`src/rtl/edge_pkg.sv`:
```
// Definitions shared by the edge-detection block family: magnitude width,
// default thresholds and the level-count type.
package edge_pkg;

  // Squared-magnitude width for a signed gradient: two squares plus carry.
  function automatic int mag_w(input int grad_w);
    return 2 * grad_w + 1;
  endfunction

  localparam int DEF_GRAD_W = 12;
  localparam int DEF_MAG_W  = 2 * DEF_GRAD_W + 1;

  // Level 0 in the low slice, level 1 above it.
  localparam logic [2*DEF_MAG_W-1:0] THR_INIT_DEFAULT =
    {DEF_MAG_W'(55000), DEF_MAG_W'(9500)};

  typedef logic [2:0] level_cnt_t;

endpackage

```
`src/rtl/edge_frame_counter.sv`:
```
// Per-level edge counter: accumulates hits over a frame and publishes the
// saturated total for one cycle after the frame's last beat.
module edge_frame_counter #(
  parameter int CNT_W = 20
) (
  input  logic             clk,
  input  logic             rst,
  input  logic             fire_i,
  input  logic             hit_i,
  input  logic             sof_i,
  input  logic             eof_i,
  output logic [CNT_W-1:0] total_o,
  output logic             done_o
);

  logic [CNT_W-1:0] cnt_q;
  logic [CNT_W-1:0] cnt_d;
  logic [CNT_W-1:0] base;
  logic [CNT_W-1:0] total_q;
  logic             done_q;

  // A start-of-frame beat discards whatever a frame without eof left behind.
  always_comb begin
    base  = sof_i ? '0 : cnt_q;
    cnt_d = base;
    if (hit_i && (base != '1)) begin
      cnt_d = base + CNT_W'(1);
    end
  end

  always_ff @(posedge clk) begin
    if (rst) begin
      cnt_q   <= '0;
      total_q <= '0;
      done_q  <= 1'b0;
    end else begin
      // NOTE: non-blocking everywhere in clocked logic; the default below is
      // overridden by the later assignment in the same cycle when eof fires.
      done_q <= 1'b0;
      if (fire_i) begin
        if (eof_i) begin
          total_q <= cnt_d;
          done_q  <= 1'b1;
          cnt_q   <= '0;
        end else begin
          cnt_q <= cnt_d;
        end
      end
    end
  end

  assign total_o = total_q;
  assign done_o  = done_q;

endmodule

```
`src/rtl/edge_magnitude_classifier.sv`:
```
// Two-stage gradient-magnitude classifier with double-buffered thresholds
// and per-level edge totals per frame.
module edge_magnitude_classifier
  import edge_pkg::*;
#(
  parameter  int GRAD_W     = 12,
  parameter  int NUM_LEVELS = 2,
  parameter  int CNT_W      = 20,
  localparam int MAG_W      = mag_w(GRAD_W),
  parameter  logic [NUM_LEVELS*MAG_W-1:0] THR_INIT = THR_INIT_DEFAULT
) (
  input  logic                        clk,
  input  logic                        rst,
  input  logic                        in_valid,
  output logic                        in_ready,
  input  logic                        in_sof,
  input  logic                        in_eof,
  input  logic signed [GRAD_W-1:0]    gx,
  input  logic signed [GRAD_W-1:0]    gy,
  input  logic                        thr_wr_en,
  input  logic [1:0]                  thr_wr_idx,
  input  logic [MAG_W-1:0]            thr_wr_data,
  output logic                        out_valid,
  input  logic                        out_ready,
  output logic [NUM_LEVELS-1:0]       out_edge,
  output logic [2:0]                  out_level,
  output logic                        out_sof,
  output logic                        out_eof,
  output logic [NUM_LEVELS*CNT_W-1:0] frame_cnt,
  output logic                        cnt_valid
);

  localparam int PROD_W = 2 * GRAD_W;
  typedef logic [MAG_W-1:0] mag_t;

  logic                     s1_valid_q;
  logic signed [PROD_W-1:0] s1_gx2_q, s1_gx2_d;
  logic signed [PROD_W-1:0] s1_gy2_q, s1_gy2_d;
  logic                     s1_sof_q;
  logic                     s1_eof_q;

  logic                     out_valid_q;
  logic [NUM_LEVELS-1:0]    out_edge_q, out_edge_d;
  level_cnt_t               out_level_q, out_level_d;
  logic                     out_sof_q;
  logic                     out_eof_q;

  mag_t                     thr_shadow_q [NUM_LEVELS];
  mag_t                     thr_active_q [NUM_LEVELS];

  mag_t                     mag_sum;
  logic                     s2_adv;
  logic                     in_fire;
  logic                     out_fire;
  logic [NUM_LEVELS-1:0]    frame_done;

  assign s2_adv   = !out_valid_q || out_ready;
  assign in_ready = !s1_valid_q || s2_adv;
  assign in_fire  = in_valid && in_ready;
  assign out_fire = out_valid_q && out_ready;

  always_comb begin
    // NOTE: every output of this block gets a value before any branch or
    // loop, so no path leaves a variable holding its old value (no latch).
    s1_gx2_d    = gx * gx;
    s1_gy2_d    = gy * gy;
    mag_sum     = {1'b0, s1_gx2_q} + {1'b0, s1_gy2_q};
    out_edge_d  = '0;
    out_level_d = '0;
    for (int i = 0; i < NUM_LEVELS; i++) begin
      out_edge_d[i] = mag_sum > thr_active_q[i];
      out_level_d   = out_level_d + level_cnt_t'(out_edge_d[i]);
    end
  end

  always_ff @(posedge clk) begin
    if (rst) begin
      s1_valid_q  <= 1'b0;
      out_valid_q <= 1'b0;
      out_edge_q  <= '0;
      out_level_q <= '0;
      out_sof_q   <= 1'b0;
      out_eof_q   <= 1'b0;
    end else begin
      if (in_ready) begin
        s1_valid_q <= in_valid;
      end
      if (s2_adv) begin
        out_valid_q <= s1_valid_q;
        if (s1_valid_q) begin
          out_edge_q  <= out_edge_d;
          out_level_q <= out_level_d;
          out_sof_q   <= s1_sof_q;
          out_eof_q   <= s1_eof_q;
        end
      end
    end
  end

  // Stage-1 payload is qualified by s1_valid_q, so it carries no reset.
  always_ff @(posedge clk) begin
    if (in_fire) begin
      s1_gx2_q <= s1_gx2_d;
      s1_gy2_q <= s1_gy2_d;
      s1_sof_q <= in_sof;
      s1_eof_q <= in_eof;
    end
  end

  // Copy-on-sof reads the register value, i.e. the shadow before any
  // write landing on the same edge.
  always_ff @(posedge clk) begin
    if (rst) begin
      // NOTE: this small array is reset on purpose: the thresholds are
      // configuration that must be valid from the first beat; a pure data
      // memory would normally be left unreset.
      for (int i = 0; i < NUM_LEVELS; i++) begin
        thr_shadow_q[i] <= THR_INIT[i*MAG_W +: MAG_W];
        thr_active_q[i] <= THR_INIT[i*MAG_W +: MAG_W];
      end
    end else begin
      if (in_fire && in_sof) begin
        thr_active_q <= thr_shadow_q;
      end
      for (int i = 0; i < NUM_LEVELS; i++) begin
        if (thr_wr_en && (thr_wr_idx == 2'(i))) begin
          thr_shadow_q[i] <= thr_wr_data;
        end
      end
    end
  end

  for (genvar i = 0; i < NUM_LEVELS; i++) begin : g_level
    edge_frame_counter #(
      .CNT_W (CNT_W)
    ) u_frame_counter (
      .clk     (clk),
      .rst     (rst),
      .fire_i  (out_fire),
      .hit_i   (out_edge_q[i]),
      .sof_i   (out_sof_q),
      .eof_i   (out_eof_q),
      .total_o (frame_cnt[i*CNT_W +: CNT_W]),
      .done_o  (frame_done[i])
    );
  end

  assign out_valid = out_valid_q;
  assign out_edge  = out_edge_q;
  assign out_level = out_level_q;
  assign out_sof   = out_sof_q;
  assign out_eof   = out_eof_q;
  assign cnt_valid = |frame_done;

endmodule
```
`config.mk`:
```
export PLATFORM = sky130hd
export DESIGN_NAME = edge_magnitude_classifier
export DESIGN_NICKNAME = d
export VERILOG_FILES = /design/src/rtl/edge_pkg.sv /design/src/rtl/edge_frame_counter.sv /design/src/rtl/edge_magnitude_classifier.sv
export SDC_FILE = /design/constraint.sdc
export NUM_CORES = 1
export LEC_CHECK = 0
export BUFFER_PORTS_ARGS = -buffer_cell sky130_fd_sc_hd__buf_2
export CAP_MARGIN = 20
export CORE_MARGIN = 2
export CORE_UTILIZATION = 39
export DETAILED_ROUTE_END_ITERATION = 10
export GPL_ROUTABILITY_DRIVEN = 0
export GPL_TIMING_DRIVEN = 0
export SETUP_SLACK_MARGIN = 0.5
export SYNTH_ARGS = -nofsm -noshare
export SYNTH_HDL_FRONTEND = slang
export SYNTH_SLANG_ARGS = --single-unit
```
`constraint.sdc`:
```
create_clock -name clk -period 7.8 [get_ports clk]
set_clock_uncertainty 0.1 [all_clocks]
set_input_delay 1.56 -clock clk [delete_from_list [all_inputs] [get_ports clk]]
set_output_delay 1.56 -clock clk [all_outputs]
set_load 0.01 [all_outputs]
```
# [After elaboration in Yosys (flattened, before gate mapping)]
# Cells that the tools add are included.
# W data, S select, Z words.
[word_totals] elab_cells=53 regBits=240
[classes] bitwise_logic=1 muxes=7 magnitude_cmp=2 n_reduce_logical=15 multipliers=2 n_addsub=4 eq_ne=3
[ops] op="$mux W20" n=6
[ops] op="$gt A25 B25 Y1" n=2
[ops] op="$mul A12 B12 Y24" n=2
[ops] op="$add A20 B1 Y20 const B" n=2
[ops] op="$ne A20 B20 Y1 const B" n=2
[ops] op="$add A24 B24 Y25" n=1
[ops] op="$logic_and A1 B1 Y1" n=7
[ops] op="$reduce_and A2 Y1" n=2
[ops] op="$add A1 B1 Y2" n=1
[ops] op="$eq A2 B1 Y1 const B" n=1
[ops] op="$logic_not A1 Y1" n=2
[ops] op="$logic_not A2 Y1" n=1
[ops] op="$logic_or A1 B1 Y1" n=2
[ops] op="$reduce_or A2 Y1" n=1
[ops] op="$mux W1" n=1
[ops] op="$not A1 Y1" n=1

# [Logic depth before layout (Yosys ltp)]
# Gate-level depths: netlist of run 1.
[logic_depth] depth_word=5 ltp_mapped=23 depth_no_buf=22

# [Cells and area by module]
# A second synthesis of run 1 with hierarchy kept.
[hier_totals] hier_cells=2448 area_unflattened_um2=21968.6
[modules_own_cells] module="edge_magnitude_classifier" seq_area_each_um2=3603.5 cells_each=1890 area_per_inst_um2=17221.5 instances=1
[modules_own_cells] module="edge_frame_counter" seq_area_each_um2=820.8 cells_each=279 area_per_inst_um2=2373.5 instances=2

# [Worst setup path after synthesis of run 1]
# OpenSTA, ideal clock, no wires.
[synth_timing] path_kind="input to register" from="input port gy[8]" to="register s1_gy2_q[22], data pin" n_path_buf=1 required_time_ns=7.442 arrival_time_ns=6.377 slack_ns=1.066 setup_ns=0.258 path_stages=23 cell_sequence="clkbuf_1 -> inv_1 -> nor2_1 -> inv_1 -> fa_1 -> inv_1 -> fa_1 -> inv_1 -> fa_1 -> inv_1 -> fa_1 -> inv_1 -> fa_1 -> inv_1 -> ha_1 -> a21oi_1 -> nand2_1 -> a21oi_1 -> o21ai_0 -> a31oi_1 -> o21bai_1 -> a21oi_1 -> xnor2_1"
[synth_between] elab_chain_len=1
[synth_rtl] item="start, declared" line_no="edge_magnitude_classifier.sv:19" text="input logic signed [GRAD_W-1:0] gy,"
[synth_rtl] item="$mul A12 B12 Y24" line_no="edge_magnitude_classifier.sv:66" text="s1_gy2_d = gy * gy;"
[synth_rtl] item="via s1_gy2_d[22]" line_no="edge_magnitude_classifier.sv:38" text="logic signed [PROD_W-1:0] s1_gy2_q, s1_gy2_d;"
[synth_rtl] item="end signal, assigned" line_no="edge_magnitude_classifier.sv:104" text="s1_gy2_q <= s1_gy2_d;"
[synth_rtl] item="end, declared" line_no="edge_magnitude_classifier.sv:38"
# The timed path passes the listed nets, and every way through them passes these cells.
# A chain may end at the register's enable or synchronous reset.

# [Final worst setup path of run 1]
[layout_timing] from="input port gy[9]" to="register s1_gy2_q[22], data pin"
# Same word-level chain as after synthesis.

==> results of run 1 <==
cell families after synthesis:
| group | count (synthesis) | synth area share |
|---|---|---|
| and+or+nand+nor | 718 | 0.1563 |
| buffers and inverters | 517 | 0.09200 |
| adders and majority gates | 436 | 0.3439 |
| AOI/OAI and AO/OA | 393 | 0.1160 |
| DFF | 237 | 0.2453 |
| xor gates and xnor gates | 102 | 0.04195 |
| muxes | 9 | 0.004289 |
| other | 1 | 0.0001761 |
power groups by stage:
stage	clock network [mW]	registers (mW)	logic, mW
after detailed placement	0	1.79	6.81
after CTS	1.24	1.77	6.85
after floorplan	0	1.75	5.23
after global placement	0	1.79	6.64
final	1.21	1.76	6.76
after global routing	1.29	1.78	7.84
final cells by class:
cell class,instances,area (sq um)
fillers,5307,30370
clock buffers,38,750.7
multi-input cells,1659,14110
well taps,696,870.8
flip-flops and latches,237,5225
plain buffers,94,376.6
clock inverters,9,88.84
inverters,423,1588
repair buffers,105,540.5
worst max-delay path, delay by kind of cell:
family	cells	cell delay, ns
buf+inv	6	0.70
xor+xnor	1	0.10
simple gates	2	0.35
compound gates	6	1.32
fa+ha+maj	6	2.93
synth_stat cells, types with 7 or more instances:
master      n
o21ai_0    62
a22o_1      7
nor3_1     14
mux2i_1     8
and3_1      8
clkbuf_1   90
a21oi_1   147
nor2_1    151
o211ai_1   16
a211oi_1   35
a31oi_1    11
o21a_1     14
nor2b_1    32
xnor2_1    68
xor2_1     34
nand3_1    42
and2_1     74
fa_1      249
nand2b_1   13
edfxtp_1   48
nand4_1    29
ha_1      187
o31ai_1    17
a22oi_1    10
dfxtp_1   189
inv_1     420
nand2_1   312
a21o_1     38
timing repair:
action / in CTS / in global routing
hold endpoints to repair: 0 / 0
setup endpoints to repair: 0 / 3
resized for setup: 0 / 8
hold buffers: 0 / 0
per-layer routing:
layer	part of all wire	track usage	routed length, um
met1	0.40	0.2270	21540
met4	0.029	0.05203	1560
met2	0.54	0.3744	28490
met5	0.00024	0	13
met3	0.030	0.01719	1600
how the worst max path moves through the flow:
stage,endpoint,cells after the start,startpoint
floorplan,s1_gy2_q[22]$_DFFE_PP_,23,gy[8]
global placement,s1_gy2_q[22]$_DFFE_PP_,23,gy[8]
detailed placement,s1_gy2_q[22]$_DFFE_PP_,23,gy[8]
CTS,s1_gy2_q[22]$_DFFE_PP_,23,gy[8]
global route,s1_gy2_q[22]$_DFFE_PP_,23,gy[8]
finish,s1_gy2_q[22]$_DFFE_PP_,21,gy[9]
flip-flops by register name (all words and copies together) (netlist names), 2 cells and up:
signal / flops
out_level: 2
thr_active_q: 50
s1_gx2_q: 23
g_level.u_frame_counter.total_o: 40
g_level.u_frame_counter.cnt_q: 40
out_edge: 2
s1_gy2_q: 23
thr_shadow_q: 50
through the flow:
| stage | total power [mW] | setup slack, ns | utilization | hold slack (ns) |
|---|---|---|---|---|
| global route | 10.90 | 0.5408 | 0.4368 | 0.3706 |
| finish | 9.736 | 1.009 | 0.4368 | 0.3547 |
| floorplan | 6.984 | 1.066 | - | 0.3321 |
| CTS | 9.857 | 0.7830 | 0.4368 | 0.3575 |
| detailed placement | 8.604 | 0.2182 | 0.4212 | 0.3479 |
| global placement | 8.429 | 0.3199 | 0.4208 | 0.3438 |
==> flow_summary.ini, run 1 <==
[run_status]
status = complete, no violations

[final_layout]
layoutNonFillerInstCount = 3261
final_cell_mix = inv_1 (420), nand2_1 (312), fa_1 (249), dfxtp_1 (189), ha_1 (187)
drive_gt1_frac = 0.06667
final_cell_area_sq_um = 23560
finalNetCount = 3040
area_growth_pct = 10.60
n_antenna_cell = 0
layout_commonest_cell = inv_1

[power]
p_leak_nw = 10.75
p_clk_frac = 0.125
power.density_nw_per_um2 = 413.3
switchingPower_mw = 4.409
p_comb_frac = 0.695
vdd_drop_max_mv = 0.3601
intPower_mw = 5.327
sequentialPowerShare = 0.181
p_sw_frac = 0.4528

[placement]
dp_cells = 3214
place_area_sq_um = 22710
dpl.hpwl_um = 44070
portBuffers = 104

[timing]
tns_ns = 0
worstMarginPinSlew_ns = 0.9789
final_hold_viol_count = 0
fin_crit_ns = 6.791
setup_viol = 0
rsz0062_at_grt = no
worst_slew_margin_rel = 0.3460
post-route-period-util = 0.8706
slew_violations = 0
fmax_mhz = 147.3

[synth]
ys_seq_area_frac = 0.2453
yosysWarnings = 0
ys_ff_latch = 237
syn_inst = 2413
yosys.area.top_type = fa_1
synthArstFlopShare = 0
synth_flop_cell = dfxtp_1
syn_area_sq_um = 21300
synth.avg_cell_area_sq_um = 8.826
synth.distinct_cells = 70
synth_nets = 2907
netlist_top_cells_area = fa_1 (23%), dfxtp_1 (18%), ha_1 (11%)
synth_edf_count = 48
synth_top_area_frac = 0.2341

[worst_setup_path]
max_stage_delay_ns = 0.54
worstPathMaxFanout = 10
r2r_cells = 19
worstReg2RegEnd = out_level[0]$_SDFFE_PP0P_
worstSetupStartpointType = input port
crit_chain = buf_2 -> clkbuf_1 -> and2_1 -> fa_1 -> fa_1 -> inv_1 -> fa_1 -> inv_1 -> fa_1 -> inv_1 -> fa_1 -> inv_1 -> ha_1 -> a21oi_1 -> nand2_1 -> a21oi_1 -> o21ai_0 -> a31oi_1 -> o21bai_1 -> a21oi_1 -> xnor2_1
reg2reg_slack_ns = 2.44
crit_slowest_cell = fa_1
path_common_cell = fa_1
crit_type = input port to flip-flop
reg2reg_from = s1_gx2_q[3]$_DFFE_PP_
cp.required_ns = 7.99
endpoint_kind = flip-flop
cp.arrival_ns = 6.98

[cts]
cts_max_level = 1
insertion_delay_ns = 0.55
cts_setup_buffers = 0
root_buffer = clkbuf_16
cts_tree = yes
cts-buffers-inserted = 26
cts.sinks = 237
path_clk_slew_ns = 0.06
clock_path_buffers = 3

[route]
route.detailed.drc = 0
ant_nets = 0
vias = 16670
wl_um = 53200
drt_iter0_markers = 771
viasPerCell = 5.112
avgRoutedWirePerCell_um = 16.31
drt-pass1-iter-count = 7

[die]
io_pins = 108
core_sq_um = 53920
rows = 85
dieWidth_um = 237.7
die_h_um = 237.7
die_area_sq_um = 56490
start_util = 0.3950

[global_routing]
grt_usage = 0.1937
grt_remaining_overflow = 0
grt_pass1_wl_um = 88090
grt_pass1_vias = 17500
antenna_found_initial = 1
grt_max_degree = 40

[worst_hold_path]
min_path_type = flip-flop to flip-flop
hold_end = thr_active_q[11]$_SDFFE_PP0P_
min_from = thr_shadow_q[11]$_SDFFE_PP0P_
hold_depth = 2

[run]
max_cap_violations = 0
Note: power is estimated with default switching activity, not from simulation.
==> run 2, diff against run 1 <==
--- a/config.mk
+++ b/config.mk
@@ -15,4 +15,5 @@
 export SETUP_SLACK_MARGIN = 0.5
 export SYNTH_ARGS = -nofsm -noshare
 export SYNTH_HDL_FRONTEND = slang
+export SYNTH_HIERARCHICAL = 1
 export SYNTH_SLANG_ARGS = --single-unit
==> run 2 against run 1 <==
  * Combinational power up 3%
  * Sequential share of layout area down 0.76 points
  * Hold slack worse by 0.0055 ns
  * Flip-flop and latch count up 1
  * Cell count up 2.9%
  * Via count up 1.8%
  * Largest power group unchanged
  * Synthesized cell count up 1.5%
==> flow_summary.ini, run 2 <==
[final_layout]
finalNetCount = 3077
reg.largest.list = thr_active_q x50, thr_shadow_q x50
layout_commonest_cell = inv_1
drive_gt1_frac = 0.08330
area_growth_pct = 11.46
fillers = 5410
final_cell_mix = inv_1 (424), nand2_1 (316), fa_1 (250), dfxtp_1 (190), ha_1 (185)

[timing]
post-route-period-util = 0.8888
hold_slack_ns = 0.3492
slew_violations = 0
worstMarginPinSlew_ns = 0.8802
fin_crit_ns = 6.933
rsz0062_at_grt = no
fmax_mhz = 144.2
tns_ns = 0
final_hold_viol_count = 0
setup_viol = 0
worst_slew_margin_rel = 0.4083

[synth]
synth_top_area_frac = 0.2278
synth_nets = 2942
synth.avg_cell_area_sq_um = 8.974
yosysMostFrequentCell = inv_1
netlist_top_cells_area = fa_1 (23%), dfxtp_1 (17%), ha_1 (11%)
synth_edf_count = 48
yosys-top-cells-count = inv_1 (424), nand2_1 (316), fa_1 (250)
yosys.area.top_type = fa_1
yosysWarnings = 6
ys_ff_latch = 238
synthArstFlopShare = 0
syn_area_sq_um = 21970
syn_inst = 2448
synth.distinct_cells = 77
ys_seq_area_frac = 0.2388
synth_flop_cell = dfxtp_1

[power]
p_comb_frac = 0.684
power.density_nw_per_um2 = 415.0
vdd_drop_max_mv = 0.3197
p_clk_frac = 0.142
intPower_mw = 5.591
sequentialPowerShare = 0.174
switchingPower_mw = 4.572
p_sw_frac = 0.4499
p_leak_nw = 11.04

[worst_setup_path]
reg2reg_from = s1_gx2_q[3]$_DFFE_PP_
cp.arrival_ns = 7.13
r2r_cells = 19
reg2reg_slack_ns = 2.65
worstSetupStartpointType = input port
cp.required_ns = 8.00
endpoint_kind = flip-flop
crit_type = input port to flip-flop
worstPathMaxFanout = 10
worstReg2RegEnd = out_level[0]$_SDFFE_PP0P_

[cts]
cts_max_level = 1
cts.sinks = 238
cts-buffers-inserted = 28
path_clk_slew_ns = 0.06
cts_hold_buf = 0
insertion_delay_ns = 0.56
cts_tree = yes
root_buffer = clkbuf_16
clock_path_buffers = 3

[run_status]
status = complete, no violations

[route]
avgRoutedWirePerCell_um = 16.04
drt_iter0_markers = 887
drt-pass1-iter-count = 5
ant_nets = 0
viasPerCell = 5.061
route.detailed.drc = 0
vias = 16980
wl_um = 53790

[die]
io_pins = 108
die_area_sq_um = 58250
rows = 86
core_sq_um = 55420
start_util = 0.3964
dieWidth_um = 241.3
die_h_um = 241.3

[global_routing]
grt_max_degree = 40
grt_remaining_overflow = 0
grt_usage = 0.1901
grt_pass1_vias = 17850
antenna_found_initial = 1
grt_pass1_wl_um = 89200

[worst_hold_path]
hold_depth = 2
min_from = thr_shadow_q[42]$_SDFFE_PP0P_
hold_end = thr_active_q[42]$_SDFFE_PP0P_
min_path_type = flip-flop to flip-flop

[run]
max_cap_violations = 0

[placement]
portBuffers = 104
dpl.hpwl_um = 44110
==> run 2: changes by cell type after synthesis, sizes merged, moves of 7 or more <==
cell | previous run | this run
o21ai | 62 | 40
xor2 | 34 | 27
clkbuf | 90 | 83
a2111oi | 0 | 11
nor4 | 7 | 16
nand2b | 13 | 37
a22oi | 10 | 0
nand3b | 4 | 12
nor2 | 152 | 132
a21o | 38 | 28
a21oi | 147 | 140
==> run 2: worst max path at each step <==
| stage | start | endpoint | slack (ns) | depth (start not counted) |
|---|---|---|---|---|
| 2_1_floorplan | gy[11] | s1_gy2_q[23]$_DFFE_PP_ | 1.05 | 21 |
| 3_3_place_gp | gy[11] | s1_gy2_q[22]$_DFFE_PP_ | 0.16 | 20 |
| 3_5_place_dp | gy[11] | s1_gy2_q[22]$_DFFE_PP_ | 0.14 | 20 |
| 4_1_cts | gy[11] | s1_gy2_q[22]$_DFFE_PP_ | 0.69 | 20 |
| 5_1_grt | gy[3] | s1_gy2_q[22]$_DFFE_PP_ | 0.55 | 20 |
| 6_report | gy[3] | s1_gy2_q[22]$_DFFE_PP_ | 0.87 | 20 |
==> run 2: cell type report <==
cell class	count	area, sq um	share of cell area
Tap cell	748	935.9	0.03822
Clock buffer	40	852.1	0.03480
Timing Repair Buffer	105	540.5	0.02207
Sequential cell	238	5245	0.2142
Buffer	93	366.6	0.01497
Antenna cell	1	2.502	0.0001022
Clock inverter	12	182.7	0.007460
Inverter	424	1592	0.06499
Multi-Input combinational cell	1693	14770	0.6032
==> run 2: repair_timing <==
item	4_1_cts	5_1_grt
gates resized for setup	0	3
buffers inserted	0	0
endpoints found under the setup margin	0	2
==> run 2: kinds of logic after synthesis <==
kind of cell,count (synthesis),share of synthesized area
compound gates,379,0.1201
xor+xnor,97,0.03867
buf+inv,517,0.08908
other cells,1,0.0001707
fa+ha+maj,436,0.3338
flops,238,0.2388
simple gates,766,0.1730
mux,14,0.006493
==> run 2: power by group through the flow <==
stage	logic [mW]	clock network, mW	registers (mW)
floorplan	5.39	0	1.76
global placement	6.76	0	1.80
finish	6.95	1.45	1.76
CTS	7.03	1.48	1.77
global route	8.00	1.53	1.78
detailed placement	6.99	0	1.80
==> run 2: worst max-delay path, cell delays in order <==
cell and delay, ns:
buf_2 0.15, clkbuf_1 0.29, nand2_1 0.21, inv_1 0.10
fa_1 0.73, inv_1 0.12, fa_1 0.55, inv_1 0.05
fa_1 0.48, fa_1 0.54, inv_1 0.05, fa_1 0.52
inv_1 0.04, ha_1 0.35, a21o_1 0.18, a21oi_1 0.31
nor4b_2 0.45, o31ai_1 0.15, a21oi_1 0.19, xnor2_1 0.08
==> run 2: layer usage <==
metal  vias up  track usage  share of wire  wire, um
li1       8223            -              -         -
met2       313       0.3532           0.52     27930
met3       107      0.01914          0.034      1846
met5         -            0              0         0
met4         0      0.06135          0.030      1597
met1      8333       0.2294           0.42     22410
==> run 2: stage by stage <==
| step | cells | worst slack, ns | total power [mW] | instance area [sq um] | utilization |
|---|---|---|---|---|---|
| finish | 3354 | 0.8670 | 10.16 | 24490 | 0.4419 |
| global route | 3354 | 0.5454 | 11.31 | 24490 | 0.4419 |
| CTS | 3353 | 0.6894 | 10.28 | 24480 | 0.4418 |
| detailed placement | 3301 | 0.1412 | 8.782 | 23450 | 0.4231 |
| global placement | 3300 | 0.1626 | 8.558 | 23430 | 0.4227 |
| floorplan | 2448 | 1.050 | 7.149 | 21970 | - |
